File: config.mk
export PLATFORM = sky130hd
export DESIGN_NAME = demux_input
export DESIGN_NICKNAME = d
export VERILOG_FILES = /design/src/rtl/demux_input.sv
export SDC_FILE = /design/constraint.sdc
export NUM_CORES = 1
export LEC_CHECK = 0
export CORE_UTILIZATION = 30
export DETAILED_ROUTE_END_ITERATION = 6
export MAX_ROUTING_LAYER = met4
export PLACE_DENSITY_LB_ADDON = 0.05
export SYNTH_ARGS = -nofsm -noshare
export SYNTH_HDL_FRONTEND = slang
export SYNTH_SLANG_ARGS = --single-unit
File: constraint.sdc
create_clock -name I_CLK -period 2.6 [get_ports I_CLK]
set_input_delay 0.52 -clock I_CLK [delete_from_list [all_inputs] [get_ports I_CLK]]
set_output_delay 0.52 -clock I_CLK [all_outputs]
set_load 0.05 [all_outputs]
File: src/rtl/demux_input.sv
`default_nettype none
// ============================================================================
// demux_input : registers the input video stream, locks on the first vsync
// rise and routes each frame to the scaler or bypass path with pixel/line counts.
// Revision 1.0
// ============================================================================
module demux_input #(
    parameter int DATA_WIDTH = 8,
    parameter int CNT_WIDTH  = 12
) (
    input  logic                  I_CLK,
    input  logic                  I_RST,
    input  logic                  i_mirror_mode,
    input  logic                  i_blur_mode,
    input  logic                  i_vsync,
    input  logic                  i_hsync,
    input  logic                  i_den,
    input  logic [DATA_WIDTH-1:0] i_data,
    output logic                  o_mirror_mode_cap,
    output logic                  o_blur_mode_cap,
    output logic                  o_vsync_bypass,
    output logic                  o_hsync_bypass,
    output logic                  o_den_bypass,
    output logic [DATA_WIDTH-1:0] o_data_bypass,
    output logic                  o_vsync_scaler,
    output logic                  o_hsync_scaler,
    output logic                  o_den_scaler,
    output logic [DATA_WIDTH-1:0] o_data_scaler,
    output logic                  o_frame_start,
    output logic [CNT_WIDTH-1:0]  o_pix_cnt,
    output logic [CNT_WIDTH-1:0]  o_line_cnt
);

    localparam logic [0:0] ST_SEARCH = 1'b0;
    localparam logic [0:0] ST_LOCKED = 1'b1;

    localparam logic [CNT_WIDTH-1:0] CNT_ZERO = '0;
    localparam logic [CNT_WIDTH-1:0] CNT_MAX  = '1;
    localparam logic [CNT_WIDTH-1:0] CNT_ONE  = {{(CNT_WIDTH-1){1'b0}}, 1'b1};

    // Stage 1: input registers plus one-cycle history for edge detection
    logic                  vsync_q, vsync_dly_q;
    logic                  hsync_q, hsync_dly_q;
    logic                  den_q, den_dly_q;
    logic [DATA_WIDTH-1:0] data_q;
    logic                  mirror_q, blur_q;

    // Stage 2: output registers
    logic [0:0]            state_q, state_d;
    logic                  mirror_cap_q, mirror_cap_d;
    logic                  blur_cap_q, blur_cap_d;
    logic                  vsync_byp_q, vsync_byp_d;
    logic                  hsync_byp_q, hsync_byp_d;
    logic                  den_byp_q, den_byp_d;
    logic [DATA_WIDTH-1:0] data_byp_q, data_byp_d;
    logic                  vsync_scl_q, vsync_scl_d;
    logic                  hsync_scl_q, hsync_scl_d;
    logic                  den_scl_q, den_scl_d;
    logic [DATA_WIDTH-1:0] data_scl_q, data_scl_d;
    logic                  frame_start_q, frame_start_d;
    logic [CNT_WIDTH-1:0]  pix_cnt_q, pix_cnt_d;
    logic [CNT_WIDTH-1:0]  line_cnt_q, line_cnt_d;

    logic w_fs, w_hs_rise, w_den_fall, w_active, w_scaler_sel, w_den_out;

    always_ff @(posedge I_CLK or posedge I_RST) begin
        if (I_RST) begin
            vsync_q     <= 1'b0;
            vsync_dly_q <= 1'b0;
            hsync_q     <= 1'b0;
            hsync_dly_q <= 1'b0;
            den_q       <= 1'b0;
            den_dly_q   <= 1'b0;
            data_q      <= '0;
            mirror_q    <= 1'b0;
            blur_q      <= 1'b0;
        end else begin
            vsync_q     <= i_vsync;
            vsync_dly_q <= vsync_q;
            hsync_q     <= i_hsync;
            hsync_dly_q <= hsync_q;
            den_q       <= i_den;
            den_dly_q   <= den_q;
            data_q      <= i_data;
            mirror_q    <= i_mirror_mode;
            blur_q      <= i_blur_mode;
        end
    end

    assign w_fs       = vsync_q & ~vsync_dly_q;
    assign w_hs_rise  = hsync_q & ~hsync_dly_q;
    assign w_den_fall = den_dly_q & ~den_q;
    // The first frame start is processed as if already locked
    assign w_active   = (state_q == ST_LOCKED) | w_fs;
    assign w_den_out  = den_byp_q | den_scl_q;

    always_comb begin
        state_d       = state_q;
        mirror_cap_d  = mirror_cap_q;
        blur_cap_d    = blur_cap_q;
        vsync_byp_d   = 1'b0;
        hsync_byp_d   = 1'b0;
        den_byp_d     = 1'b0;
        data_byp_d    = '0;
        vsync_scl_d   = 1'b0;
        hsync_scl_d   = 1'b0;
        den_scl_d     = 1'b0;
        data_scl_d    = '0;
        frame_start_d = 1'b0;
        pix_cnt_d     = pix_cnt_q;
        line_cnt_d    = line_cnt_q;
        w_scaler_sel  = 1'b0;

        if (w_active) begin
            state_d       = ST_LOCKED;
            frame_start_d = w_fs;
            if (w_fs) begin
                mirror_cap_d = mirror_q;
                blur_cap_d   = blur_q;
            end

            // Live modes take effect on the frame-start cycle itself
            w_scaler_sel = w_fs ? (mirror_q | blur_q) : (mirror_cap_q | blur_cap_q);
            if (w_scaler_sel) begin
                vsync_scl_d = vsync_q;
                hsync_scl_d = hsync_q;
                den_scl_d   = den_q;
                data_scl_d  = data_q;
            end else begin
                vsync_byp_d = vsync_q;
                hsync_byp_d = hsync_q;
                den_byp_d   = den_q;
                data_byp_d  = data_q;
            end

            if (w_fs || w_hs_rise) begin
                pix_cnt_d = CNT_ZERO;
            end else if (w_den_out && (pix_cnt_q != CNT_MAX)) begin
                pix_cnt_d = pix_cnt_q + CNT_ONE;
            end

            if (w_fs) begin
                line_cnt_d = CNT_ZERO;
            end else if (w_den_fall && (line_cnt_q != CNT_MAX)) begin
                line_cnt_d = line_cnt_q + CNT_ONE;
            end
        end
    end

    always_ff @(posedge I_CLK or posedge I_RST) begin
        if (I_RST) begin
            state_q       <= ST_SEARCH;
            mirror_cap_q  <= 1'b0;
            blur_cap_q    <= 1'b0;
            vsync_byp_q   <= 1'b0;
            hsync_byp_q   <= 1'b0;
            den_byp_q     <= 1'b0;
            data_byp_q    <= '0;
            vsync_scl_q   <= 1'b0;
            hsync_scl_q   <= 1'b0;
            den_scl_q     <= 1'b0;
            data_scl_q    <= '0;
            frame_start_q <= 1'b0;
            pix_cnt_q     <= '0;
            line_cnt_q    <= '0;
        end else begin
            state_q       <= state_d;
            mirror_cap_q  <= mirror_cap_d;
            blur_cap_q    <= blur_cap_d;
            vsync_byp_q   <= vsync_byp_d;
            hsync_byp_q   <= hsync_byp_d;
            den_byp_q     <= den_byp_d;
            data_byp_q    <= data_byp_d;
            vsync_scl_q   <= vsync_scl_d;
            hsync_scl_q   <= hsync_scl_d;
            den_scl_q     <= den_scl_d;
            data_scl_q    <= data_scl_d;
            frame_start_q <= frame_start_d;
            pix_cnt_q     <= pix_cnt_d;
            line_cnt_q    <= line_cnt_d;
        end
    end

    assign o_mirror_mode_cap = mirror_cap_q;
    assign o_blur_mode_cap   = blur_cap_q;
    assign o_vsync_bypass    = vsync_byp_q;
    assign o_hsync_bypass    = hsync_byp_q;
    assign o_den_bypass      = den_byp_q;
    assign o_data_bypass     = data_byp_q;
    assign o_vsync_scaler    = vsync_scl_q;
    assign o_hsync_scaler    = hsync_scl_q;
    assign o_den_scaler      = den_scl_q;
    assign o_data_scaler     = data_scl_q;
    assign o_frame_start     = frame_start_q;
    assign o_pix_cnt         = pix_cnt_q;
    assign o_line_cnt        = line_cnt_q;

endmodule
`default_nettype wire

; Word-level counts from Yosys, hierarchy flattened
; Index checks and enable logic that the tools add are counted.
[op_classes]
addsub = 2
n_mul = 0
n_div = 0
n_lt_le_gt_ge = 0
n_eq_ne = 2
shift = 0
mux = 22
bitwise_logic = 10
reduce_logical = 8
[op_table]
columns = op, count
row1 = 2-to-1 mux 12 bit, 4
row2 = 2-to-1 mux 8 bit, 4
row3 = adder 12 x 1 -> 12 bit (second input constant), 2
row4 = != test 12 bit (second input constant), 2
row5 = 2-to-1 mux 1 bit, 14
row6 = AND reduction 2 bit, 3
row7 = bitwise OR 1 bit, 4
row8 = nonzero test 2 bit, 2
row9 = bitwise AND 1 bit, 3
row10 = NOT 1 bit, 3
row11 = logical AND 1 bit, 2
row12 = logical OR 1 bit, 1
[totals]
regBits = 66
latch_bits = 0
mem_bits_rw = 0
romBits = 0
inputBits = 15
output_inout_bits = 49
wordCells = 67
mem_count = 0

; Logic depth before layout (Yosys ltp)
; Gate-level depths: netlist (run 1).
[logic_depth]
ltp_word = 5
mapped_depth = 8
depth_no_buf = 7

; Worst setup path before layout (run 1)
; OpenSTA, ideal clock, no wires.
[synth_path]
kind = register to register
start = reg pix_cnt_q[0] (netlist: o_pix_cnt[0])
end = reg pix_cnt_q[8] (netlist: o_pix_cnt[8])
setup_time_ns = 0.146
arrival_time_ns = 2.003
setup_slack_ns = 0.451
stages_incl_launch_ff = 8
path_buffers = 1
period_less_slack_ns = 2.149
cell_sequence = dfrtp_1 -> ha_1 -> nand3_2 -> or4_1 -> buf_2 -> nand2_2 -> or3_1 -> o31ai_1
[synth_between]
elab_chain_cells = 4
[synth_rtl]
columns = element, line_no
row1 = "start, declared", 61  ; logic [CNT_WIDTH-1:0] pix_cnt_q, pix_cnt_d;
row2 = "start signal, assigned", 179  ; pix_cnt_q <= pix_cnt_d;
row3 = branches (longest 4 deep; another with adder 12 x 1 -> 12 bit), --
; Parallel ways; which one is timed is not known. The select of a mux whose other input is x is not followed.
; A chain may end at the register's enable or synchronous reset.

; Worst setup path after layout (run 1)
[layout_path]
start = reg line_cnt_q[3] (netlist: o_line_cnt[3])
end = out o_line_cnt[3]
[layout_rtl]
columns = element, line_no
row1 = "start, declared", 62  ; logic [CNT_WIDTH-1:0] line_cnt_q, line_cnt_d;
row2 = "start signal, assigned", 180  ; line_cnt_q <= line_cnt_d;
row3 = "end, declared", 31  ; output logic [CNT_WIDTH-1:0] o_line_cnt
; No word-level cell between the ends.

==> results of run 1 <==
final cells by class:
cell class | count | area share
clock buffers | 10 | 0.03542
clock inverters | 5 | 0.02882
inverters | 9 | 0.01146
multi-input cells | 147 | 0.2427
flip-flops and latches | 66 | 0.4583
well taps | 105 | 0.03646
repair buffers | 67 | 0.1868
synthesized netlist by cell type, drive strengths merged (4+ instances only):
| master | number |
|---|---|
| nand2 | 26 |
| or4 | 4 |
| o21ai | 7 |
| o211ai | 8 |
| inv | 9 |
| nor2 | 24 |
| dfrtp | 66 |
| xnor2 | 7 |
| nand3 | 12 |
| and3 | 13 |
| nor3 | 7 |
| clkbuf | 5 |
| nand4 | 6 |
| o31ai | 4 |
| a21oi | 4 |
per-layer routing:
layer / vias up / GRT usage / part of all wire
met1: 951 / 0.1909 / 0.49
met2: 55 / 0.2012 / 0.45
li1: 955 / - / -
met5: - / - / 0
met3: 4 / 0.04625 / 0.050
met4: 0 / 0.05682 / 0.0066
power groups by stage:
stage,Sequential (mW),Combinational [mW],Clock [mW]
CTS,1.14,0.487,1.04
global route,1.14,0.514,1.10
global placement,1.15,0.486,0
detailed placement,1.15,0.486,0
floorplan,1.35,0.113,0
finish,1.13,0.479,1.01
sequential cells by signal, indices dropped and copies added, names as in the netlist, 8 cells and up:
register       flops
o_data_bypass      8
o_pix_cnt         12
data_q             8
o_line_cnt        12
o_data_scaler      8
how the worst min path moves through the flow:
stage          cells past startpoint    start           to  slack [ns]
5_1_grt                            0  hsync_q  hsync_dly_q        0.42
6_report                           0  hsync_q  hsync_dly_q        0.40
3_3_place_gp                       0  hsync_q  hsync_dly_q        0.39
4_1_cts                            0  hsync_q  hsync_dly_q        0.40
2_1_floorplan                      0  hsync_q  hsync_dly_q        0.37
3_5_place_dp                       0  hsync_q  hsync_dly_q        0.39
kinds of logic after synthesis:
kind of cell / after synthesis / synth area share
adder cells (fa/ha/maj): 2 / 0.009614
flip-flops: 66 / 0.6346
XOR/XNOR: 7 / 0.02356
AND/OR/NAND/NOR: 105 / 0.2120
buffers and inverters: 16 / 0.02933
AO/OA/AOI/OAI: 33 / 0.09087
==> metrics.csv, run 1 <==
stage,metric,value,unit
cells_and_area,seq_area,1652,um2
clock_network,post-cts-setup-buffer-count,0,
setup_path,cpLargestDelayFamily,buffers and inverters,
floorplan,die_h,95.14,um
floorplan,num_io_pins,64,
run_status,status,finished clean,
synthesis,yosysTopAreaCell,dfrtp_1,
cells_and_area,syn_to_final_growth,38.46,%
clock_network,cts_tree,yes,
setup_path,crit_start,o_line_cnt[3],
setup_path,crit_path_top_delay_cell,clkdlybuf4s50_1,
route,first_pass_iters,4,
cells_and_area,multi_input_area,874.6,um2
floorplan,dieArea,9052,um2
clock_network,cts_buffer_depth,2,
power,switching_share,0.2813,
sta,relSlewSlack,0.5751,
setup_path,ff2ff_setup_slack,0.60,ns
floorplan,die_x,95.14,um
setup_path,crit_type,flop to output pin,
synthesis,synth_async_sr_flop_share,1.000,
route,wl_per_cell,13.67,um
sta,hold_violations,0,
cells_and_area,mostFrequentLayoutCells,"dfrtp_1 (66), clkdlybuf4s50_1 (63), nand2_1 (25)",
power,p_leak,1.528,nW
global_routing,grt_usage,0.1434,
setup_path,r2r_end,o_pix_cnt[3],
setup_path,critPathBufInv,1,
route,drt.antenna.violating_nets,0,
setup_path,cp-endpoint,o_line_cnt[3],
global_routing,antenna_found_initial,0,
placement,place_inst,394,
global_routing,grt_pass1_wl,9.377,mm
route,wl,5.593,mm
route,drt_iter0_drc,59,
clock_network,cts.sinks,66,
sta,finClkSkew,0.006369,ns
setup_path,cpPeakStageDelay,0.84,ns
sta,worst_pin_slew,0.6331,ns
placement,place_area,3372,um2
route,avgViaCountPerCell,4.804,
sta,timing.final.ws_setup,0.4313,ns
power,p_total,2.623,mW
route,remaining_drc_errors,0,
placement,io_buffers,63,
cells_and_area,nNetsFinal,317,
sta,post-route-period-util,0.8341,
sta,hold_slack,0.3974,ns
cells_and_area,layout_commonest_cell,dfrtp_1,
cells_and_area,drive_above_1_share,0.08553,
setup_path,crit_chain,clkdlybuf4s50_1,
sta,min_period,2.169,ns
clock_network,ctsHoldBuffers,0,
sta,finalSetupViolCount,0,
setup_path,worstSetupPathDepth,1,
power,power_frac_seq,0.432,
power,p_per_area,728.0,nW/um2
synthesis,yosysTopAreaCellShare,0.6346,
synthesis,ys_warn_count,0,
global_routing,grt_max_degree,38,
placement,dp_hpwl,3.880,mm
synthesis,synth_area_leaders,"dfrtp_1 (63%), nand2_1 (3.6%), nor2_1 (3.5%)",
cells_and_area,post-route-cell-area,3603,um2
clock_network,cts-root-buf,clkbuf_8,
power,combPwrFrac,0.183,
clock_network,cts_made_buffers,9,
sta,maxSlewViolCount,0,
floorplan,core_area,8299,um2
synthesis,synthFlopType,dfrtp_1,
setup_path,worstPathArrival,1.65,ns
placement,place.gp.congestion,0.7424,
synthesis,synth.avg_cell_area,11.36,um2
setup_path,cp_max_fo,7,
placement,dp_slack,0.6085,ns
setup_path,crit_path_end_kind,output pin,
cells_and_area,fillers,814,
clock_network,insertion_delay,0.33,ns
cells_and_area,n_antenna_cell,0,
global_routing,grt_pass1_vias,1897,
global_routing,grt_overflow_total,0,
clock_network,clk_transition_reported_paths,0.07,ns
sta,max_freq,461.1,MHz
power,p_int,1.885,mW
synthesis,syn_area,2602,um2
worst_hold_path,worstHoldPathType,flop to flop,
power,max-vdd-ir-drop,269.8,uV
setup_path,reg2reg_depth,7,
synthesis,syn-instance-count,229,
power,clockPowerShare,0.385,
clock_network,cts_resized,0,
synthesis,synth-edff-count,0,
cells_and_area,fin_cells,409,
synthesis,yosysUniqueCellTypes,40,
floorplan,row_count,33,
synthesis,ys_seq_area_frac,0.6346,
synthesis,ys_seq_elements,66,
power,switchingPower,0.7379,mW
synthesis,syn_nets,246,
setup_path,worst_setup_path_start_kind,flop,
cells_and_area,final_core_util,0.4342,
flow_run,max-cap-violations,0,
clock_network,htree_num_levels,3,
setup_path,crit_required,2.08,ns
route,vias,1965,
sta,finalSetupTns,0,ns
floorplan,start_util,0.3136,
sta,grt_setup_unrepaired,no,
setup_path,r2r_start,vsync_q,
Note: power is estimated with default switching activity, not from simulation.
==> run 2: changes to the inputs <==
==> constraint.sdc (replaced) <==
create_clock -name I_CLK -period 1.78 [get_ports I_CLK]
set_input_delay 0.356 -clock I_CLK [delete_from_list [all_inputs] [get_ports I_CLK]]
set_output_delay 0.356 -clock I_CLK [all_outputs]
set_load 0.05 [all_outputs]
==> run 2 against run 1 <==
Sequential power increased by 48%; cell count is 2.0% higher; hold slack better by 0.017 ns; global-route usage grew 0.58 points; clock skew rose by 0.00052 ns; sequential cell count did not move; combinational power rose by 46%; highest routed layer unchanged; sequential share of layout area grew 1.2 points; via count shrank 0.31%; routed wire length grew 3.6%; register-to-register slack lost 0.46 ns; total power is 34% higher; critical endpoint is now o_pix_cnt[8]; critical path type is now flop to flop.
==> metrics.csv, run 2 (synthesized netlist as in run 1, its figures left out) <==
stage,metric,value,unit,change
clock_network,cts_made_buffers,9,,unchanged
power,p_int,2.372,mW,+26%
power,power_frac_seq,0.473,,+0.041
flow_run,max-cap-violations,0,,unchanged
clock_network,cts.sinks,66,,unchanged
setup_path,crit_path_top_delay_cell,dfrtp_2,,
sta,min_period,1.636,ns,
setup_path,crit_required,2.03,ns,-0.05 ns
clock_network,cts_resized,0,,unchanged
global_routing,grt_usage,0.1492,,+0.005760
power,switchingPower,1.149,mW,+56%
clock_network,insertion_delay,0.34,ns,about the same
setup_path,ff2ff_setup_slack,0.14,ns,-0.46 ns
global_routing,grt_pass1_vias,1879,,-0.95%
worst_hold_path,min_to,hsync_dly_q,,
cells_and_area,mostFrequentLayoutCells,"buf_4 (58), dfrtp_1 (48), nand2_1 (25)",,
clock_network,cts_tree,yes,,
setup_path,crit_type,flop to flop,,
route,drt.antenna.violating_nets,0,,unchanged
floorplan,core_area,8299,um2,unchanged
floorplan,dieArea,9052,um2,unchanged
cells_and_area,syn_to_final_growth,36.88,%,
setup_path,cpPeakStageDelay,0.41,ns,-0.43 ns
floorplan,row_count,33,,unchanged
setup_path,crit_chain,ha_4 -> nand3_4 -> or2_2 -> or3_1 -> o31ai_2,,
power,combPwrFrac,0.198,,+0.015
power,p_per_area,988.6,nW/um2,+36%
floorplan,die_h,95.14,um,unchanged
clock_network,cts_buffer_depth,2,,unchanged
sta,post-route-period-util,0.9193,,
floorplan,die_x,95.14,um,unchanged
worst_hold_path,min_from,hsync_q,,
power,max-vdd-ir-drop,389.9,uV,+45%
sta,timing.final.ws_setup,0.1437,ns,-0.2876 ns
route,drt_iter0_drc,71,,+20%
placement,dp_slack,0.1333,ns,-0.4752 ns
global_routing,grt_overflow_total,0,,unchanged
placement,dp_hpwl,3.909,mm,+0.73%
power,switching_share,0.3263,,+0.04502
route,first_pass_iters,4,,unchanged
route,wl_per_cell,13.89,um,+1.6%
sta,finClkSkew,0.006886,ns,+0.0005164 ns
setup_path,cp_max_fo,5,,-2
setup_path,critPathBufInv,0,,-1
worst_hold_path,hold_path_depth,0,,unchanged
cells_and_area,layout_commonest_cell,buf_4,,
global_routing,antenna_found_initial,0,,unchanged
setup_path,worstPathArrival,1.89,ns,+0.24 ns
route,wl,5.794,mm,+3.6%
sta,relSlewSlack,0.7315,,+0.1564
sta,grt_setup_unrepaired,no,,
route,avgViaCountPerCell,4.698,,-2.2%
placement,place.gp.congestion,0.7776,,+4.7%
cells_and_area,fin_cells,417,,+2.0%
global_routing,grt_pass1_wl,9.694,mm,+3.4%
sta,max_freq,611.1,MHz,
sta,maxSlewViolCount,0,,unchanged
setup_path,r2r_start,o_pix_cnt[0],,
placement,io_buffers,63,,unchanged
run_status,status,finished clean,,
power,clockPowerShare,0.329,,-0.056
clock_network,htree_num_levels,3,,unchanged
cells_and_area,nNetsFinal,324,,+2.2%
cells_and_area,n_antenna_cell,0,,unchanged
sta,finalSetupViolCount,0,,unchanged
setup_path,cpLargestDelayFamily,simple AND/OR/NAND/NOR gates,,
clock_network,ctsHoldBuffers,0,,unchanged
floorplan,start_util,0.3136,,unchanged
clock_network,post-cts-setup-buffer-count,0,,unchanged
clock_network,clk_transition_reported_paths,0.07,ns,about the same
global_routing,grt_max_degree,67,,+76%
setup_path,worstSetupPathDepth,5,,+4
worst_hold_path,worstHoldPathType,flop to flop,,
setup_path,r2r_end,o_pix_cnt[8],,
cells_and_area,drive_above_1_share,0.3397,,+0.2542
sta,hold_violations,0,,unchanged
sta,worst_pin_slew,0.3990,ns,-0.2340 ns
floorplan,num_io_pins,64,,unchanged
setup_path,reg2reg_depth,5,,-2
setup_path,worst_setup_path_start_kind,flop,,
placement,place_inst,401,,+1.8%
power,p_leak,1.591,nW,+4.1%
setup_path,crit_path_end_kind,flop,,
route,remaining_drc_errors,0,,unchanged
route,vias,1959,,-0.31%
clock_network,cts-root-buf,clkbuf_8,,
-- run 2: changes by cell type in the layout (fill, tap and decap cells not counted), sizes merged --
cell / previous run / this run
bufinv: 3 / 0
clkdlybuf4s50: 63 / 14
inv: 9 / 8
buf: 4 / 60
clkbuf: 10 / 11
clkinvlp: 0 / 4
-- run 2: metrics by stage --
| stage | total power, mW | hold WS (ns) | utilization | area [um2] | TNS, ns |
|---|---|---|---|---|---|
| 3_5_place_dp | 2.403 | 0.4095 | 0.4060 | 3369 | 0 |
| 5_1_grt | 3.704 | 0.4169 | 0.4292 | 3562 | 0 |
| 2_1_floorplan | 2.147 | 0.3663 | - | 2664 | -0.01109 |
| 6_report | 3.522 | 0.4141 | 0.4292 | 3562 | 0 |
| 4_1_cts | 3.582 | 0.4233 | 0.4279 | 3551 | 0 |
| 3_3_place_gp | 2.399 | 0.3991 | 0.4060 | 3369 | 0 |
-- run 2: worst max-delay path by stage --
stage,start,end,slack [ns]
2_1_floorplan,o_pix_cnt[1],o_pix_cnt[9],-0.008
6_report,o_pix_cnt[0],o_pix_cnt[8],0.14
3_5_place_dp,vsync_dly_q,o_pix_cnt[9],0.13
3_3_place_gp,o_pix_cnt[0],o_pix_cnt[8],0.16
5_1_grt,o_pix_cnt[0],o_pix_cnt[8],0.02
4_1_cts,vsync_dly_q,o_pix_cnt[9],0.10
-- run 2: layer usage --
| layer | vias up | GRT usage | share of wire |
|---|---|---|---|
| met4 | 0 | 0.06818 | 0.018 |
| li1 | 969 | - | - |
| met2 | 44 | 0.2101 | 0.46 |
| met3 | 8 | 0.04545 | 0.045 |
| met5 | - | - | 0 |
| met1 | 938 | 0.1957 | 0.47 |
-- run 2: cell type report --
class,count,area [um2]
clock buffers,11,141.4
clock inverters,5,40.04
fillers,784,4737
inverters,9,45.04
multi-input cells,147,914.6
flip-flops and latches,66,1674
well taps,105,131.4
repair buffers,74,615.6
-- run 2: power groups by stage --
stage	combinational [mW]	sequential, mW	clock (mW)
6_report	0.697	1.67	1.16
5_1_grt	0.751	1.68	1.28
4_1_cts	0.707	1.67	1.21
3_5_place_dp	0.706	1.70	0
3_3_place_gp	0.704	1.69	0
2_1_floorplan	0.171	1.98	0
